File: src/rtl/sar10b_conv_ctrl.sv
// Conversion sequencer for the 10-bit asynchronous SAR ADC: generates CKS, waits for the
// synchronized FINAL flag, captures the latched bit decisions and supervises timeouts.
module sar10b_conv_ctrl #(
  parameter int NBITS         = 10,
  parameter int SAMPLE_CYCLES = 4,
  parameter int CONV_TIMEOUT  = 64
) (
  input  logic             CLK,
  input  logic             RST,
  input  logic             EN,
  input  logic             FINAL,
  input  logic [NBITS-1:0] D_IN,
  input  logic             ERR_CLR,
  output logic             CKS,
  output logic [NBITS-1:0] DOUT,
  output logic             DVALID,
  output logic             BUSY,
  output logic             TOUT,
  output logic             ERR,
  output logic [15:0]      CONV_CNT,
  output logic [1:0]       DBG_STATE
);

  typedef enum logic [1:0] {
    ST_IDLE    = 2'd0,
    ST_SAMPLE  = 2'd1,
    ST_CONVERT = 2'd2,
    ST_CAPTURE = 2'd3
  } state_t;

  // One phase counter serves both SAMPLE length and CONVERT timeout (max 1023).
  localparam int CW = 10;
  localparam logic [CW-1:0] SAMPLE_LAST  = CW'(SAMPLE_CYCLES - 1);
  localparam logic [CW-1:0] TIMEOUT_LAST = CW'(CONV_TIMEOUT - 1);

  state_t           state_q, state_d;
  logic [CW-1:0]    cnt_q, cnt_d;
  logic             sync1_q, sync1_d;
  logic             sync2_q, sync2_d;
  logic             cks_q, cks_d;
  logic [NBITS-1:0] dout_q, dout_d;
  logic             dvalid_q, dvalid_d;
  logic             busy_q, busy_d;
  logic             tout_q, tout_d;
  logic             err_q, err_d;
  logic [15:0]      conv_cnt_q, conv_cnt_d;
  logic             final_s;
  logic             timeout_hit;

  always_comb begin
    sync1_d = FINAL;
    sync2_d = sync1_q;
  end

  assign final_s = sync2_q;

  // Result handshake: DVALID is a single-cycle strobe with no ready; DOUT changes only
  // in the DVALID cycle and holds until the next capture, so a consumer samples DOUT
  // whenever DVALID is high.
  always_comb begin
    state_d     = state_q;
    cnt_d       = cnt_q + CW'(1);
    dout_d      = dout_q;
    dvalid_d    = 1'b0;
    tout_d      = 1'b0;
    conv_cnt_d  = conv_cnt_q;
    timeout_hit = 1'b0;

    case (state_q)
      ST_IDLE: begin
        cnt_d = '0;
        if (EN) begin
          state_d = ST_SAMPLE;
        end
      end

      ST_SAMPLE: begin
        if (cnt_q == SAMPLE_LAST) begin
          state_d = ST_CONVERT;
          cnt_d   = '0;
        end
      end

      ST_CONVERT: begin
        // FINAL takes priority over a timeout expiring in the same cycle.
        if (final_s) begin
          state_d = ST_CAPTURE;
          cnt_d   = '0;
        end else if (cnt_q == TIMEOUT_LAST) begin
          timeout_hit = 1'b1;
          tout_d      = 1'b1;
          cnt_d       = '0;
          state_d     = EN ? ST_SAMPLE : ST_IDLE;
        end
      end

      ST_CAPTURE: begin
        dout_d     = D_IN;
        dvalid_d   = 1'b1;
        conv_cnt_d = conv_cnt_q + 16'd1;
        cnt_d      = '0;
        state_d    = EN ? ST_SAMPLE : ST_IDLE;
      end

      default: begin
        state_d = ST_IDLE;
        cnt_d   = '0;
      end
    endcase

    if (timeout_hit) begin
      err_d = 1'b1;
    end else if (ERR_CLR) begin
      err_d = 1'b0;
    end else begin
      err_d = err_q;
    end

    // CKS and BUSY follow the next state so they are registered yet aligned with it.
    cks_d  = (state_d == ST_CONVERT) || (state_d == ST_CAPTURE);
    busy_d = (state_d != ST_IDLE);
  end

  always_ff @(posedge CLK or posedge RST) begin
    if (RST) begin
      state_q    <= ST_IDLE;
      cnt_q      <= '0;
      sync1_q    <= 1'b0;
      sync2_q    <= 1'b0;
      cks_q      <= 1'b0;
      dout_q     <= '0;
      dvalid_q   <= 1'b0;
      busy_q     <= 1'b0;
      tout_q     <= 1'b0;
      err_q      <= 1'b0;
      conv_cnt_q <= '0;
    end else begin
      state_q    <= state_d;
      cnt_q      <= cnt_d;
      sync1_q    <= sync1_d;
      sync2_q    <= sync2_d;
      cks_q      <= cks_d;
      dout_q     <= dout_d;
      dvalid_q   <= dvalid_d;
      busy_q     <= busy_d;
      tout_q     <= tout_d;
      err_q      <= err_d;
      conv_cnt_q <= conv_cnt_d;
    end
  end

  assign CKS       = cks_q;
  assign DOUT      = dout_q;
  assign DVALID    = dvalid_q;
  assign BUSY      = busy_q;
  assign TOUT      = tout_q;
  assign ERR       = err_q;
  assign CONV_CNT  = conv_cnt_q;
  assign DBG_STATE = state_q;

endmodule
File: config.mk
export PLATFORM = sky130hd
export DESIGN_NAME = sar10b_conv_ctrl
export DESIGN_NICKNAME = d
export VERILOG_FILES = /design/src/rtl/sar10b_conv_ctrl.sv
export SDC_FILE = /design/constraint.sdc
export NUM_CORES = 1
export LEC_CHECK = 0
export BUFFER_PORTS_ARGS = -buffer_cell sky130_fd_sc_hd__buf_2
export CAP_MARGIN = 20
export CELL_PAD_IN_SITES_DETAIL_PLACEMENT = 0
export CELL_PAD_IN_SITES_GLOBAL_PLACEMENT = 2
export CORE_AREA = 8 8 90 92
export DETAILED_ROUTE_END_ITERATION = 10
export DIE_AREA = 0 0 98 100
export MAX_ROUTING_LAYER = met4
export PLACE_DENSITY = 0.72
export SYNTH_ARGS = -nofsm -noshare
export SYNTH_HDL_FRONTEND = slang
export SYNTH_SLANG_ARGS = --single-unit
File: constraint.sdc
create_clock -name CLK -period 1.9 [get_ports CLK]
set_input_delay 0.095 -clock CLK [delete_from_list [all_inputs] [get_ports CLK]]
set_output_delay 0.095 -clock CLK [all_outputs]
set_load 0.02 [all_outputs]
# Yosys cells after proc, flatten, opt, wreduce, memory -nomap -nowiden
# Cells that the tools add are included.
# totals
reg_bits,45
latch_bits,0
ramBits,0
mem_bits_ro,0
input_bits,15
out_inout_bits,33
word_cells,41
n_memories,0
# op_classes
addsub,2
n_mul,0
div_mod_pow,0
magnitude_cmp,0
n_eq_ne,7
shift,0
muxes,16
bitwise,0
reduce_logical,5
# ops
cell,count
$mux 10,3
$pmux 10 s3,1
$add 16x1->16 const B,1
$add 10x1->10 const B,1
$eq 10x2->1 const B,1
$eq 10x6->1 const B,1
$eq 2x2->1 const B,4
$mux 2,4
$pmux 2 s4,1
$mux 1,7
$reduce_bool 2->1,2
$eq 2x1->1 const B,1
$logic_not 2->1,1
$reduce_or 2->1,1
$logic_or 1x1->1,1

# Depth between registers and ports, before layout
# depth
depth_word,6
depth_mapped,6
mapped_depth_nobuf,5

# Worst setup path before layout
# Ideal clock, no wire load.
# synth_path
path_kind,register -> register
start,register cnt_q[0]
end,register cnt_q[2]
setup_time_ps,120
arrival_ps,1652
required_ps,1780
setup_slack_ps,128
path_stages_with_launch,7
n_path_buf,1
synth_period_minus_slack_ps,1772
cell_sequence,dfrtp_1 -> ha_1 -> or4b_1 -> o31ai_2 -> o21a_1 -> buf_2 -> nor2_1
# synth_via
elab_chain_cells,4
elab_cells_between_ends,7
cone_classes,1 x add/sub; 2 x eq/ne; 4 x mux
# synth_lines
item,line,rtl
start: declaration,37,"logic [CW-1:0] cnt_q, cnt_d;"
start signal: assignment,139,cnt_q <= cnt_d;
$add 10x1->10 / $eq 10x6->1 (equally long branches),"62, 89",
$mux 10,89,end else if (cnt_q == TIMEOUT_LAST) begin
$mux 10,86,if (final_s) begin
$pmux 10 s3 *,69,case (state_q)
named net cnt_d[2],37,
# The timed path passes the listed nets; every way through them passes the cells marked *.
# A chain may end at the register's enable or synchronous reset.

# Worst setup path after layout
# layout_path
start,register cnt_q[7]
end,register state_q[1] (netlist: DBG_STATE[1])
# layout_via
elab_chain_cells,4
elab_cells_between_ends,6
cone_classes,2 x eq/ne; 4 x mux
# layout_lines
item,line,rtl
$eq 10x6->1,89,
$mux 2,89,
$mux 2,86,
$pmux 2 s4 *,69,
named net state_d[1],36,"state_t state_q, state_d;"
end signal: assignment,138,state_q <= state_d;
end: declaration,36,
# Marked as above.

==> flow_summary.json <==
{
  "end_kind": "flip-flop",
  "synth-main-ff-cell": "dfrtp_1",
  "synth_seq_cells": 45,
  "vdd_drop_max_mv": 0.502,
  "synth_compound_gate_area_share": 0.0397,
  "tightest_slew_ns": 0.526,
  "power_density_nw_per_um2": 1180,
  "grt_max_degree": 25,
  "synth_edf_count": 0,
  "grt_first_pass_wirelength_mm": 7.11,
  "clock_path_buffers": 2,
  "wl_per_cell_um": 12.5,
  "fin_tns_setup_ns": 0,
  "first_pass_iters": 4,
  "overflow": 0,
  "cts_buffers": 5,
  "insertion_delay_ns": 0.29,
  "viasPerCell": 4.32,
  "start_util": 0.285,
  "drv_cap": 0,
  "async_reset_ff_frac": 1.00,
  "p_leak_nw": 1.32,
  "drive_gt1_frac": 0.278,
  "finalSetupViolCount": 0,
  "critPathLaunchType": "flip-flop",
  "netlist_area_um2": 1890,
  "synth_adder_area_share": 0.0132,
  "path_clk_slew_ns": 0.08,
  "grt.total_usage": 0.0918,
  "rsz0062_at_grt": "no",
  "synth_area_leaders": "dfrtp_1, nand2_1, xnor2_1",
  "cp_data_arrival_time_ns": 1.97,
  "syn_inst": 176,
  "grt_pass1_vias": 1487,
  "avgSynthCellArea_um2": 10.8,
  "synth_xor_area_frac": 0.106,
  "r2r_cells": 4,
  "antenna_found_initial": 0,
  "clock-sinks": 45,
  "cts.repair.resized": 0,
  "via_count": 1434,
  "area_growth_pct": 33.4,
  "max_freq_mhz": 562,
  "fin_crit_ns": 1.78,
  "relSlewSlack": 0.649,
  "wl_mm": 4.16,
  "status": "finished clean",
  "num_rows": 30,
  "r2r-start": "cnt_q[7]",
  "dp.cells": 311,
  "num_antenna_cells": 0,
  "die_h_um": 100,
  "finClkSkew_ns": 0.0114,
  "dieArea_um2": 9800,
  "worst-setup-path-type": "reg -> reg",
  "port-buffer-count": 47,
  "min_to": "BUSY",
  "synthDistinctLibCells": 30,
  "hp-class": "in -> reg",
  "fin_crit_sh": 0.937,
  "slew_viol_final": 0,
  "synthMuxAreaShare": 0.00529,
  "yosys_warnings": 0,
  "holdWs_ns": 0.0463,
  "required_ns": 2.09,
  "io_pins": 48,
  "fin_cells": 332,
  "core-area_um2": 6640,
  "synth_fp_nets": 193,
  "dp_hpwl_mm": 3.07,
  "cp_max_fo": 4,
  "synth_common_cells": "dfrtp_1, nand2_1, nor2_1, xnor2_1, xor2_1",
  "synthMostInstantiatedCell": "dfrtp_1",
  "ctsRootBufferMaster": "clkbuf_8",
  "yosys.area_share.simple": 0.228,
  "synth_area_leader_cell": "dfrtp_1",
  "min-delay-start": "EN",
  "ant_nets": 0,
  "htree_levels": 2,
  "fp.dieW_um": 98,
  "r2r-end": "DBG_STATE[1]",
  "synth_top_area_frac": 0.595,
  "hold_path_depth": 3,
  "post_cts_buffers": 0,
  "synth_top_family_by_area": "simple AND/OR/NAND/NOR gates",
  "hold_violations": 0,
  "first_iter_violations": 47,
  "dpl_cell_area_um2": 2310,
  "fin_util": 0.380,
  "final_cell_area_um2": 2520,
  "place.gp.congestion": 0.715,
  "rrSetupSlack_ns": 0.12,
  "drc_errors": 0,
  "ys_seq_area_frac": 0.595,
  "tritoncts": "done",
  "nNetsFinal": 268
}
[cell families (layout without fill, tap and decap cells)]
group / Yosys count / after routing
multiplexers: 1 / 1
flip-flops: 45 / 45
AND/OR/NAND/NOR: 90 / 90
AO/OA/AOI/OAI: 9 / 9
XOR/XNOR: 23 / 23
adder cells (fa/ha/maj): 2 / 2
buffers and inverters: 6 / 82
[cell usage in the layout (no fill, tap or decap), types with 5 or more instances in the layout]
cell type and n:
dfrtp_1 45, xnor2_1 12, clkbuf_8 5, xor2_1 11, nor2_1 12, nand3_1 10
nand2_1 43, nor3_1 5, dlygate4sd3_1 13, buf_2 47, buf_4 10
[through the flow]
stage	setup WS, ns	power, mW
finish	0.120	2.98
global route	0.0325	3.21
CTS	0.123	3.06
detailed placement	0.121	2.45
global placement	0.136	2.44
floorplan	0.128	1.96
[state kept, by name (all words and copies together), names as in the netlist]
name and flops:
DOUT 10, ERR 1, DVALID 1, CONV_CNT 16, sync1_q 1, DBG_STATE 2, BUSY 1, final_s 1
TOUT 1, CKS 1, cnt_q 10
[area by class of cell]
type,count,area (um^2)
fillers,674,4120
flip-flops and latches,45,1130
multi-input cells,125,743
repair buffers,71,460
well taps,80,100
clock buffers,7,76.3
inverters,3,11.3
clock inverters,1,7.51
[routing by layer]
layer	track usage	vias up	share of wire
li1	-	725	-
met3	0.0270	5	0.046
met5	-	-	0
met1	0.112	670	0.47
met2	0.137	34	0.46
met4	0.0432	0	0.020
[power breakdown]
part           internal (mW)  leakage (nW)  switching, mW
clock network          0.261        0.0385          0.311
registers               1.17         0.590          0.146
logic                  0.461         0.688          0.635
total                   1.89          1.32           1.09
[worst max path at each step]
stage	from	end	slack (ns)	cells after the start
after floorplan	cnt_q[0]	cnt_q[2]	0.13	6
after global placement	cnt_q[7]	CKS	0.14	4
after detailed placement	cnt_q[7]	DBG_STATE[1]	0.12	4
after CTS	cnt_q[7]	DBG_STATE[1]	0.12	4
after global routing	cnt_q[1]	cnt_q[8]	0.03	6
final	cnt_q[7]	DBG_STATE[1]	0.12	4
[critical path, stage by stage, from the launching register on]
cell and delay, ns:
dfrtp_1 0.41, or4_4 0.55, or3_4 0.36, o21ai_2 0.15, a21bo_1 0.21
[what timing repair did]
action / 4_1_cts / 5_1_grt
endpoints found under the hold margin: 34 / 0
endpoints found under the setup margin: 0 / 0
hold buffers: 13 / 0
Power figures use the tool's default switching activity.
